### config.mk
export PLATFORM = sky130hd
export DESIGN_NAME = cqe_dma_writer_flat
export DESIGN_NICKNAME = d
export VERILOG_FILES = /design/src/rtl/cqe_dma_writer_if.sv /design/src/rtl/cqe_dma_writer.sv /design/src/flat_wrapper.sv
export SDC_FILE = /design/constraint.sdc
export NUM_CORES = 1
export LEC_CHECK = 0
export ABC_CLOCK_PERIOD_IN_PS = 3660
export CAP_MARGIN = 20
export CORE_AREA = 2 2 324 326
export CTS_CLUSTER_SIZE = 10
export DETAILED_ROUTE_END_ITERATION = 8
export DIE_AREA = 0 0 326 328
export PLACE_DENSITY = 0.51
export SYNTH_ARGS = -nofsm -noshare
export SYNTH_HDL_FRONTEND = slang
export SYNTH_SLANG_ARGS = --single-unit
### constraint.sdc
create_clock -name clk -period 3.66 [get_ports clk]
set_clock_uncertainty 0.1 [all_clocks]
set_input_delay 0.915 -clock clk [delete_from_list [all_inputs] [get_ports clk]]
set_output_delay 0.915 -clock clk [all_outputs]
set_load 0.02 [all_outputs]
### src/rtl/cqe_dma_writer_if.sv
// Bundles the completion, offset-manager and DMA command signals of cqe_dma_writer.
// Latency: none (wiring only).
// Backpressure: carried by the valid/ready pairs inside (cpl, dma_wr); the manager port is request/response.
// Ports: completion input (i_cpl_valid/o_cpl_ready + payload), offset-manager request/response,
//        DMA write command (o_dma_wr_valid/i_dma_wr_ready + addr/len/data).
interface cqe_dma_writer_if;
  // completion input
  logic         i_cpl_valid;
  logic         o_cpl_ready;
  logic [23:0]  iv_cq_index;
  logic [31:0]  iv_cq_size;
  logic [63:0]  iv_cq_base;
  logic [255:0] iv_cqe_data;
  // offset manager (RTC port)
  logic         o_cqm_req_valid;
  logic [23:0]  ov_cqm_cq_index;
  logic [31:0]  ov_cqm_cq_size;
  logic         i_cqm_resp_valid;
  logic [23:0]  iv_cqm_cq_offset;
  // DMA write command
  logic         o_dma_wr_valid;
  logic         i_dma_wr_ready;
  logic [63:0]  ov_dma_wr_addr;
  logic [11:0]  ov_dma_wr_len;
  logic [255:0] ov_dma_wr_data;

  // Environment side: produces completions, manager responses and DMA ready.
  modport master (
    output i_cpl_valid, iv_cq_index, iv_cq_size, iv_cq_base, iv_cqe_data,
    output i_cqm_resp_valid, iv_cqm_cq_offset, i_dma_wr_ready,
    input  o_cpl_ready, o_cqm_req_valid, ov_cqm_cq_index, ov_cqm_cq_size,
    input  o_dma_wr_valid, ov_dma_wr_addr, ov_dma_wr_len, ov_dma_wr_data
  );

  // Writer side.
  modport slave (
    input  i_cpl_valid, iv_cq_index, iv_cq_size, iv_cq_base, iv_cqe_data,
    input  i_cqm_resp_valid, iv_cqm_cq_offset, i_dma_wr_ready,
    output o_cpl_ready, o_cqm_req_valid, ov_cqm_cq_index, ov_cqm_cq_size,
    output o_dma_wr_valid, ov_dma_wr_addr, ov_dma_wr_len, ov_dma_wr_data
  );
endinterface

### src/rtl/cqe_dma_writer.sv
// Takes one completion, fetches its CQ write offset from the offset manager, issues one CQE_LEN-byte DMA write.
// Latency: accept T -> manager request T+1 -> response T+2 (idle manager) -> DMA command T+3; 1 CQE per 4 cycles peak.
// Backpressure: one completion in flight; o_cpl_ready low until the DMA handshake; DMA command held until i_dma_wr_ready.
// Ports: clk, rst_n (async active-low); bus (completion / manager / DMA signals, slave modport);
//        ov_cpl_cnt (completed DMA writes, wraps); o_err_timeout (sticky: manager response overdue).
module cqe_dma_writer #(
  parameter int CQE_LEN     = 32,
  parameter int TIMEOUT_CYC = 255
) (
  input  logic                  clk,
  input  logic                  rst_n,
  cqe_dma_writer_if.slave       bus,
  output logic [31:0]           ov_cpl_cnt,
  output logic                  o_err_timeout
);

  localparam int             TW      = $clog2(TIMEOUT_CYC + 1);
  localparam logic [TW-1:0]  TMO_MAX = TW'(TIMEOUT_CYC);

  typedef enum logic [1:0] {
    IDLE       = 2'd0,
    OFFSET_REQ = 2'd1,
    DMA_OUT    = 2'd2
  } state_t;

  state_t         state_q, state_d;
  logic [23:0]    index_q;
  logic [31:0]    size_q;
  logic [63:0]    base_q;
  logic [255:0]   data_q;
  logic [63:0]    addr_q;
  logic [TW-1:0]  tmo_cnt_q;
  logic [31:0]    cpl_cnt_q;
  logic           err_q;

  // State register
  always_ff @(posedge clk or negedge rst_n) begin
    if (!rst_n) state_q <= IDLE;
    else        state_q <= state_d;
  end

  // Next state and outputs; all outputs are decoded from the state so that
  // the inactive interfaces read as zero.
  always_comb begin
    state_d             = state_q;
    bus.o_cpl_ready     = 1'b0;
    bus.o_cqm_req_valid = 1'b0;
    bus.ov_cqm_cq_index = '0;
    bus.ov_cqm_cq_size  = '0;
    bus.o_dma_wr_valid  = 1'b0;
    bus.ov_dma_wr_addr  = '0;
    bus.ov_dma_wr_len   = '0;
    bus.ov_dma_wr_data  = '0;
    case (state_q)
      IDLE: begin
        // Gated with rst_n so ready reads low while reset is held.
        bus.o_cpl_ready = rst_n;
        if (bus.i_cpl_valid) state_d = OFFSET_REQ;
      end
      OFFSET_REQ: begin
        // Drop the request in the response cycle itself so the manager
        // never sees it for a second cycle and advances the offset twice.
        bus.o_cqm_req_valid = !bus.i_cqm_resp_valid;
        bus.ov_cqm_cq_index = index_q;
        bus.ov_cqm_cq_size  = size_q;
        if (bus.i_cqm_resp_valid) state_d = DMA_OUT;
      end
      DMA_OUT: begin
        bus.o_dma_wr_valid = 1'b1;
        bus.ov_dma_wr_addr = addr_q;
        bus.ov_dma_wr_len  = 12'(CQE_LEN);
        bus.ov_dma_wr_data = data_q;
        if (bus.i_dma_wr_ready) state_d = IDLE;
      end
      default: state_d = IDLE;
    endcase
  end

  // Datapath: completion capture, address formation, timeout and counters.
  always_ff @(posedge clk or negedge rst_n) begin
    if (!rst_n) begin
      index_q   <= '0;
      size_q    <= '0;
      base_q    <= '0;
      data_q    <= '0;
      addr_q    <= '0;
      tmo_cnt_q <= '0;
      cpl_cnt_q <= '0;
      err_q     <= 1'b0;
    end else begin
      case (state_q)
        IDLE: begin
          if (bus.i_cpl_valid) begin
            index_q   <= bus.iv_cq_index;
            size_q    <= bus.iv_cq_size;
            base_q    <= bus.iv_cq_base;
            data_q    <= bus.iv_cqe_data;
            tmo_cnt_q <= '0;
          end
        end
        OFFSET_REQ: begin
          if (bus.i_cqm_resp_valid) begin
            addr_q <= base_q + {40'b0, bus.iv_cqm_cq_offset};
          end else if (tmo_cnt_q != TMO_MAX) begin
            tmo_cnt_q <= tmo_cnt_q + TW'(1);
            // Flag rises together with the counter reaching its limit.
            if (tmo_cnt_q == TMO_MAX - TW'(1)) err_q <= 1'b1;
          end
        end
        DMA_OUT: begin
          if (bus.i_dma_wr_ready) cpl_cnt_q <= cpl_cnt_q + 32'd1;
        end
        default: ;
      endcase
    end
  end

  assign ov_cpl_cnt    = cpl_cnt_q;
  assign o_err_timeout = err_q;

endmodule

### src/flat_wrapper.sv
// flat-port wrapper written by rule: the top's interface ports become plain ports
module cqe_dma_writer_flat 
#(
  parameter int CQE_LEN     = 32,
  parameter int TIMEOUT_CYC = 255
)
  (clk, rst_n, ov_cpl_cnt, o_err_timeout, bus_i_cpl_valid, bus_iv_cq_index, bus_iv_cq_size, bus_iv_cq_base, bus_iv_cqe_data, bus_i_cqm_resp_valid, bus_iv_cqm_cq_offset, bus_i_dma_wr_ready, bus_o_cpl_ready, bus_o_cqm_req_valid, bus_ov_cqm_cq_index, bus_ov_cqm_cq_size, bus_o_dma_wr_valid, bus_ov_dma_wr_addr, bus_ov_dma_wr_len, bus_ov_dma_wr_data);
  cqe_dma_writer_if bus_i ();
  input  logic clk;
  input  logic rst_n;
  output logic [31:0] ov_cpl_cnt;
  output logic o_err_timeout;
  input wire logic [$bits(bus_i.i_cpl_valid)-1:0] bus_i_cpl_valid;
  input wire logic [$bits(bus_i.iv_cq_index)-1:0] bus_iv_cq_index;
  input wire logic [$bits(bus_i.iv_cq_size)-1:0] bus_iv_cq_size;
  input wire logic [$bits(bus_i.iv_cq_base)-1:0] bus_iv_cq_base;
  input wire logic [$bits(bus_i.iv_cqe_data)-1:0] bus_iv_cqe_data;
  input wire logic [$bits(bus_i.i_cqm_resp_valid)-1:0] bus_i_cqm_resp_valid;
  input wire logic [$bits(bus_i.iv_cqm_cq_offset)-1:0] bus_iv_cqm_cq_offset;
  input wire logic [$bits(bus_i.i_dma_wr_ready)-1:0] bus_i_dma_wr_ready;
  output wire logic [$bits(bus_i.o_cpl_ready)-1:0] bus_o_cpl_ready;
  output wire logic [$bits(bus_i.o_cqm_req_valid)-1:0] bus_o_cqm_req_valid;
  output wire logic [$bits(bus_i.ov_cqm_cq_index)-1:0] bus_ov_cqm_cq_index;
  output wire logic [$bits(bus_i.ov_cqm_cq_size)-1:0] bus_ov_cqm_cq_size;
  output wire logic [$bits(bus_i.o_dma_wr_valid)-1:0] bus_o_dma_wr_valid;
  output wire logic [$bits(bus_i.ov_dma_wr_addr)-1:0] bus_ov_dma_wr_addr;
  output wire logic [$bits(bus_i.ov_dma_wr_len)-1:0] bus_ov_dma_wr_len;
  output wire logic [$bits(bus_i.ov_dma_wr_data)-1:0] bus_ov_dma_wr_data;
  assign bus_i.i_cpl_valid = bus_i_cpl_valid;
  assign bus_i.iv_cq_index = bus_iv_cq_index;
  assign bus_i.iv_cq_size = bus_iv_cq_size;
  assign bus_i.iv_cq_base = bus_iv_cq_base;
  assign bus_i.iv_cqe_data = bus_iv_cqe_data;
  assign bus_i.i_cqm_resp_valid = bus_i_cqm_resp_valid;
  assign bus_i.iv_cqm_cq_offset = bus_iv_cqm_cq_offset;
  assign bus_i.i_dma_wr_ready = bus_i_dma_wr_ready;
  assign bus_o_cpl_ready = bus_i.o_cpl_ready;
  assign bus_o_cqm_req_valid = bus_i.o_cqm_req_valid;
  assign bus_ov_cqm_cq_index = bus_i.ov_cqm_cq_index;
  assign bus_ov_cqm_cq_size = bus_i.ov_cqm_cq_size;
  assign bus_o_dma_wr_valid = bus_i.o_dma_wr_valid;
  assign bus_ov_dma_wr_addr = bus_i.ov_dma_wr_addr;
  assign bus_ov_dma_wr_len = bus_i.ov_dma_wr_len;
  assign bus_ov_dma_wr_data = bus_i.ov_dma_wr_data;
  cqe_dma_writer #(.CQE_LEN(CQE_LEN), .TIMEOUT_CYC(TIMEOUT_CYC)) u_core (.clk(clk), .rst_n(rst_n), .bus(bus_i), .ov_cpl_cnt(ov_cpl_cnt), .o_err_timeout(o_err_timeout));
endmodule
=== Word level (Yosys, flattened, before mapping) ===
Index checks and enable logic that the tools add are counted.

* Bits in registers: 483
* Input port bits: 405
* Output and inout port bits: 424
* Logic and storage cells: 47

* $add $sub $neg: 3
* Equal/unequal tests: 9
* Multiplexer cells: 16
* Bitwise gates (word level): 1
* Reduce and logical (&&, ||, !) cells: 9

{| class="wikitable"
|+ Operators by type and width
! operator !! number
|-
| $mux W256 || 1
|-
| $add A64 B24 Y64 || 1
|-
| $mux W64 || 1
|-
| $add A32 B1 Y32 const B || 1
|-
| $mux W32 || 1
|-
| $mux W24 || 1
|-
| $mux W8 || 3
|-
| $pmux W8 S2 || 1
|-
| $add A8 B1 Y8 const B || 1
|-
| $eq A8 B8 Y1 const B || 1
|-
| $ne A2 B2 Y1 const B || 4
|-
| $ne A8 B8 Y1 const B || 1
|-
| $reduce_and A4 Y1 || 2
|-
| $mux W2 || 3
|-
| $mux W6 || 1
|-
| $pmux W2 S3 || 1
|-
| $reduce_and A2 Y1 || 3
|-
| $mux W1 || 3
|-
| $reduce_and A3 Y1 || 1
|-
| $eq A2 B1 Y1 const B || 1
|-
| $eq A2 B2 Y1 const B || 1
|-
| $logic_not A2 Y1 || 1
|-
| $ne A2 B1 Y1 const B || 1
|-
| $reduce_bool A2 Y1 || 1
|-
| other kinds (2) || 2
|}

=== Depth between registers and ports, before layout ===
* Depth after elaboration: 4
* Depth in mapped cells: 11
* Mapped depth without buffers: 10

=== Least setup slack after synthesis ===
OpenSTA, ideal clock, no wires.

* Path type: in2reg
* Start: input port bus_iv_cqm_cq_offset[0]
* End: register u_core.addr_q[20]
* Library setup time: 125 ps
* Arrival: 3160 ps
* Required time: 3435 ps
* Setup slack: 276 ps
* Cell stages on the path: 9
* Buffers on the path: 0
* Path through: ha_1 fa_1 a211oi_1 o21ai_0 a21bo_2 a2111oi_4 o21ai_0 xor2_1 mux2_2

* Longest elaborated chain between the ends: 1

{| class="wikitable"
|+ RTL lines
! what !! line !! text
|-
| start: declaration || flat_wrapper.sv:19 || <nowiki>input wire logic [$bits(bus_i.iv_cqm_cq_offset)-1:0] bus_iv_cqm_cq_offset;</nowiki>
|-
| $add A64 B24 Y64 || cqe_dma_writer.sv:103 || <nowiki>addr_q <= base_q + {40'b0, bus.iv_cqm_cq_offset};</nowiki>
|-
| end signal: assignment || cqe_dma_writer.sv:103 ||
|-
| end: declaration || cqe_dma_writer.sv:31 || <nowiki>logic [63:0] addr_q;</nowiki>
|}

Every way passes these cells.
A chain may end at the register's enable or synchronous reset.

=== Worst setup path after layout ===
* Start: register u_core.state_q[0]
* End: output port bus_ov_dma_wr_addr[18]

* Longest elaborated chain between the ends: 2

{| class="wikitable"
|+ RTL lines
! what !! line !! text
|-
| start: declaration || cqe_dma_writer.sv:26 || <nowiki>state_t state_q, state_d;</nowiki>
|-
| start signal: assignment || cqe_dma_writer.sv:39 || <nowiki>else state_q <= state_d;</nowiki>
|-
| $eq A2 B2 Y1 || cqe_dma_writer.sv:54 || <nowiki>case (state_q)</nowiki>
|-
| $mux W64 || cqe_dma_writer.sv:54 ||
|-
| end: declaration || flat_wrapper.sv:26 || <nowiki>output wire logic [$bits(bus_i.ov_dma_wr_addr)-1:0] bus_ov_dma_wr_addr;</nowiki>
|}

Every way passes these cells.

==> run_results.csv <==
group,metric,value,unit
clocking,tritoncts,"built",
global_routing,grt_util_met3,5.04,%
place,post_dp_cell_area,33100,sq um
synth,avgSynthCellArea,11.8,sq um
clocking,root_buffer,"clkbuf_16",
power_and_ir_drop,power.density,779,nW/um^2
route,vias_per_cell,4.12,
synth,yosys.area_share.simple,16.2,%
synth,ys_async_sr_fraction,100,%
final_layout,instances_no_fill,4202,
route,first_pass_iters,4,
setup_path,cp-start-kind,"flip-flop",
synth,synth_xor_area_share,3.77,%
global_routing,antenna_found_initial,6,
floorplanning,start_util,22.1,%
setup_path,cp.arrival,2.51,ns
setup_path,critPathBufInv,3,
power_and_ir_drop,power.share.clock,21.1,%
sta,maxSlewHeadroom,36.4,%
sta,setup_tns,0,ns
setup_path,cp_slowest_cell,"clkdlybuf4s50_1",
route,wl_per_cell,19.3,um
final_layout,fillerInstances,10452,
job,cap_violations,0,
setup_path,crit_family,"buffers and inverters",
synth,synth_area,22800,sq um
status,status,"finished clean",
power_and_ir_drop,p_int,17.4,mW
synth,ys_seq_elements,483,
sta,whs,0.222,ns
place,gp_congestion,0.806,
synth,synthAdderAreaFrac,1.57,%
clocking,clock_sinks,483,
power_and_ir_drop,combPwrFrac,44.5,%
sta,rsz0062_at_grt,"true",
floorplanning,core_area,103000,sq um
route,vias,17328,
floorplanning,fp.dieH,328,um
clocking,ctsHoldBuffers,0,
sta,fmax,0.284,GHz
setup_path,crit_type,"flip-flop to output pin",
synth,synth_top_family_by_area,"multiplexers",
power_and_ir_drop,switching_share,36.0,%
sta,finalHoldViolCount,0,
global_routing,grt_pass1_wl,120000,um
clocking,cts.clk_slew.worst_paths,0.06,ns
synth,synth_compound_area_share,4.09,%
clocking,h-tree-depth,2,
sta,slew_violations,0,
power_and_ir_drop,p_switching,9.80,mW
synth,syn_inst,1925,
route,drtIter0Drc,593,
route,drc_errors,0,
global_routing,grtUsageMet2,25.6,%
setup_path,max_stage_delay,0.67,ns
floorplanning,ios,829,
global_routing,track_usage,14.8,%
clocking,cts_buffer_depth,3,
setup_path,worstPathMaxFanout,25,
synth,synth-main-ff-cell,"dfrtp_1",
sta,min_period,3.52,ns
final_layout,post-route-cell-area,34900,sq um
final_layout,final_common_cell,"clkdlybuf4s50_1",
sta,worst_pin_slew,0.954,ns
setup_path,reg2reg_slack,0.56,ns
power_and_ir_drop,irDropWorstVdd,0.426,mV
sta,post-route-period-util,96.2,%
setup_path,endpoint_kind,"output pin",
synth,muxShareOfSynthArea,18.9,%
clocking,numCtsBuffers,60,
synth,synth_seq_area_share,53.1,%
global_routing,busiest_layer,"met2",
setup_path,worstPathRequired,2.64,ns
floorplanning,die-width,326,um
global_routing,grt.overflow.total,0,
final_layout,most-common-layout-cells,"592 x clkdlybuf4s50_1, 483 x dfrtp_1, 382 x mux2_2",
place,dp.cells,4098,
final_layout,fin_nets,3214,
route,routed_wl,81300,um
synth,synth-warning-count,0,
place,hpwl,62500,um
synth,synth-edff-count,0,
synth,synth_cell_type_count,57,
sta,finalSetupViolCount,0,
final_layout,drive_gt1_share,20.4,%
place,io_buffers,817,
floorplanning,die_area,107000,sq um
global_routing,grtUsageMet1,17.3,%
global_routing,grt_start_max_net_pins,147,
power_and_ir_drop,power_frac_seq,34.5,%
setup_path,crit_chain,"nand2b_4 -> inv_8 -> bufbuf_16 -> and2_1 -> clkdlybuf4s50_1",
floorplanning,num_rows,118,
route,ant_nets,0,
power_and_ir_drop,p_leak,15.9,nW
final_layout,area_growth,53.4,%
worst_hold_path,hp-class,"input pin to async pin",
clocking,cts_setup_buffers,0,
clocking,clk_latency,0.64,ns
global_routing,grt_pass1_vias,17968,
registers in the layout, summed over array words and instances, names as in the netlist:
| signal | flops |
|---|---|
| u_core.addr_q | 64 |
| u_core.base_q | 64 |
| u_core.data_q | 256 |
| u_core.index_q | 24 |
| u_core.o_err_timeout | 1 |
| u_core.ov_cpl_cnt | 32 |
| u_core.size_q | 32 |
| u_core.state_q | 2 |
| u_core.tmo_cnt_q | 8 |
repair_timing:
| action | in CTS | in global routing |
|---|---|---|
| endpoints found under the setup margin | 238 | 60 |
| gates cloned | 1 | 0 |
| resized for setup | 174 | 54 |
power groups by stage:
stage | sequential, mW | clock (mW) | combinational, mW
after CTS | 9.41 | 5.96 | 12.4
after global routing | 9.74 | 6.15 | 13.1
after floorplan | 8.87 | 0 | 7.50
after detailed placement | 9.49 | 0 | 12.6
after global placement | 9.44 | 0 | 12.6
final | 9.37 | 5.74 | 12.1
worst paths after layout:
check | from | endpoint | cells after the start
max in group asynchronous | rst_n | u_core.data_q[168] | 3
max reg2reg | u_core.base_q[0] | u_core.addr_q[56] | 11
min in group clk | u_core.addr_q[5] | u_core.addr_q[5] | 2
min | rst_n | u_core.addr_q[24] | 2
max | u_core.state_q[0] | bus_ov_dma_wr_addr[18] | 5
min reg2reg | u_core.addr_q[5] | u_core.addr_q[5] | 2
cell type report:
cell class,instances,area [sq um],area share [%]
Inverter,11,48.8,0.140
Timing Repair Buffer,903,9020,25.8
Sequential cell,483,12100,34.6
Clock buffer,88,1750,5.00
Antenna cell,5,12.5,0.0358
Tap cell,1380,1730,4.94
Clock inverter,10,90.1,0.258
Multi-Input combinational cell,1322,10200,29.2
synthesized netlist by cell type, types with 2 or more instances:
cell type    n  share of area (%)
buf_4       12               0.40
a21o_1      12               0.40
and3_1      15               0.41
nor4_1       5               0.14
nor2_1      47               0.78
xor2_1      48                1.8
nand2_1    108                1.8
nor3b_1      3              0.099
o21ai_0     78                1.7
nor2b_1      6               0.16
o211ai_1     3              0.099
a41o_1       2              0.088
o21bai_1     3              0.099
and2_1     380                 10
nand4_1     26               0.71
o21ai_1      2              0.044
inv_1       10               0.16
a21oi_1     28               0.62
xnor2_1     50                1.9
a31o_2       2              0.077
a41oi_1      3               0.12
clkbuf_1   101                1.7
o21a_1       3              0.099
nor3_1      13               0.29
mux2_2     382                 19
nand3_1     37               0.81
buf_2        6               0.13
a211oi_1     2              0.066
and4_1       2              0.077
ha_1        27                1.5
dfrtp_1    483                 53
through the flow:
| step | utilization, % | power (mW) | setup slack (ns) |
|---|---|---|---|
| final | 33.8 | 27.2 | 0.140 |
| after CTS | 33.7 | 27.7 | -0.00222 |
| after global routing | 33.8 | 29.0 | -0.00478 |
| after detailed placement | 32.1 | 22.1 | -0.478 |
| after floorplan | - | 16.4 | 0.276 |
| after global placement | 32.1 | 22.0 | -0.474 |
routing by layer:
| metal | part of all wire, % | routed length [um] |
|---|---|---|
| met1 | 40 | 32500 |
| met5 | 0.032 | 26 |
| met3 | 7.7 | 6240 |
| met2 | 50 | 40700 |
| met4 | 2.2 | 1780 |
kinds of logic (layout without fill, tap and decap cells):
family | Yosys count | count (layout)
muxes | 382 | 382
and+or+nand+nor | 652 | 652
AOI/OAI and AO/OA | 151 | 151
DFF | 483 | 483
adders and majority gates | 28 | 28
xor gates and xnor gates | 98 | 98
buffers and inverters | 130 | 1012
other | 1 | 16
(Power assumes the default switching activity.)
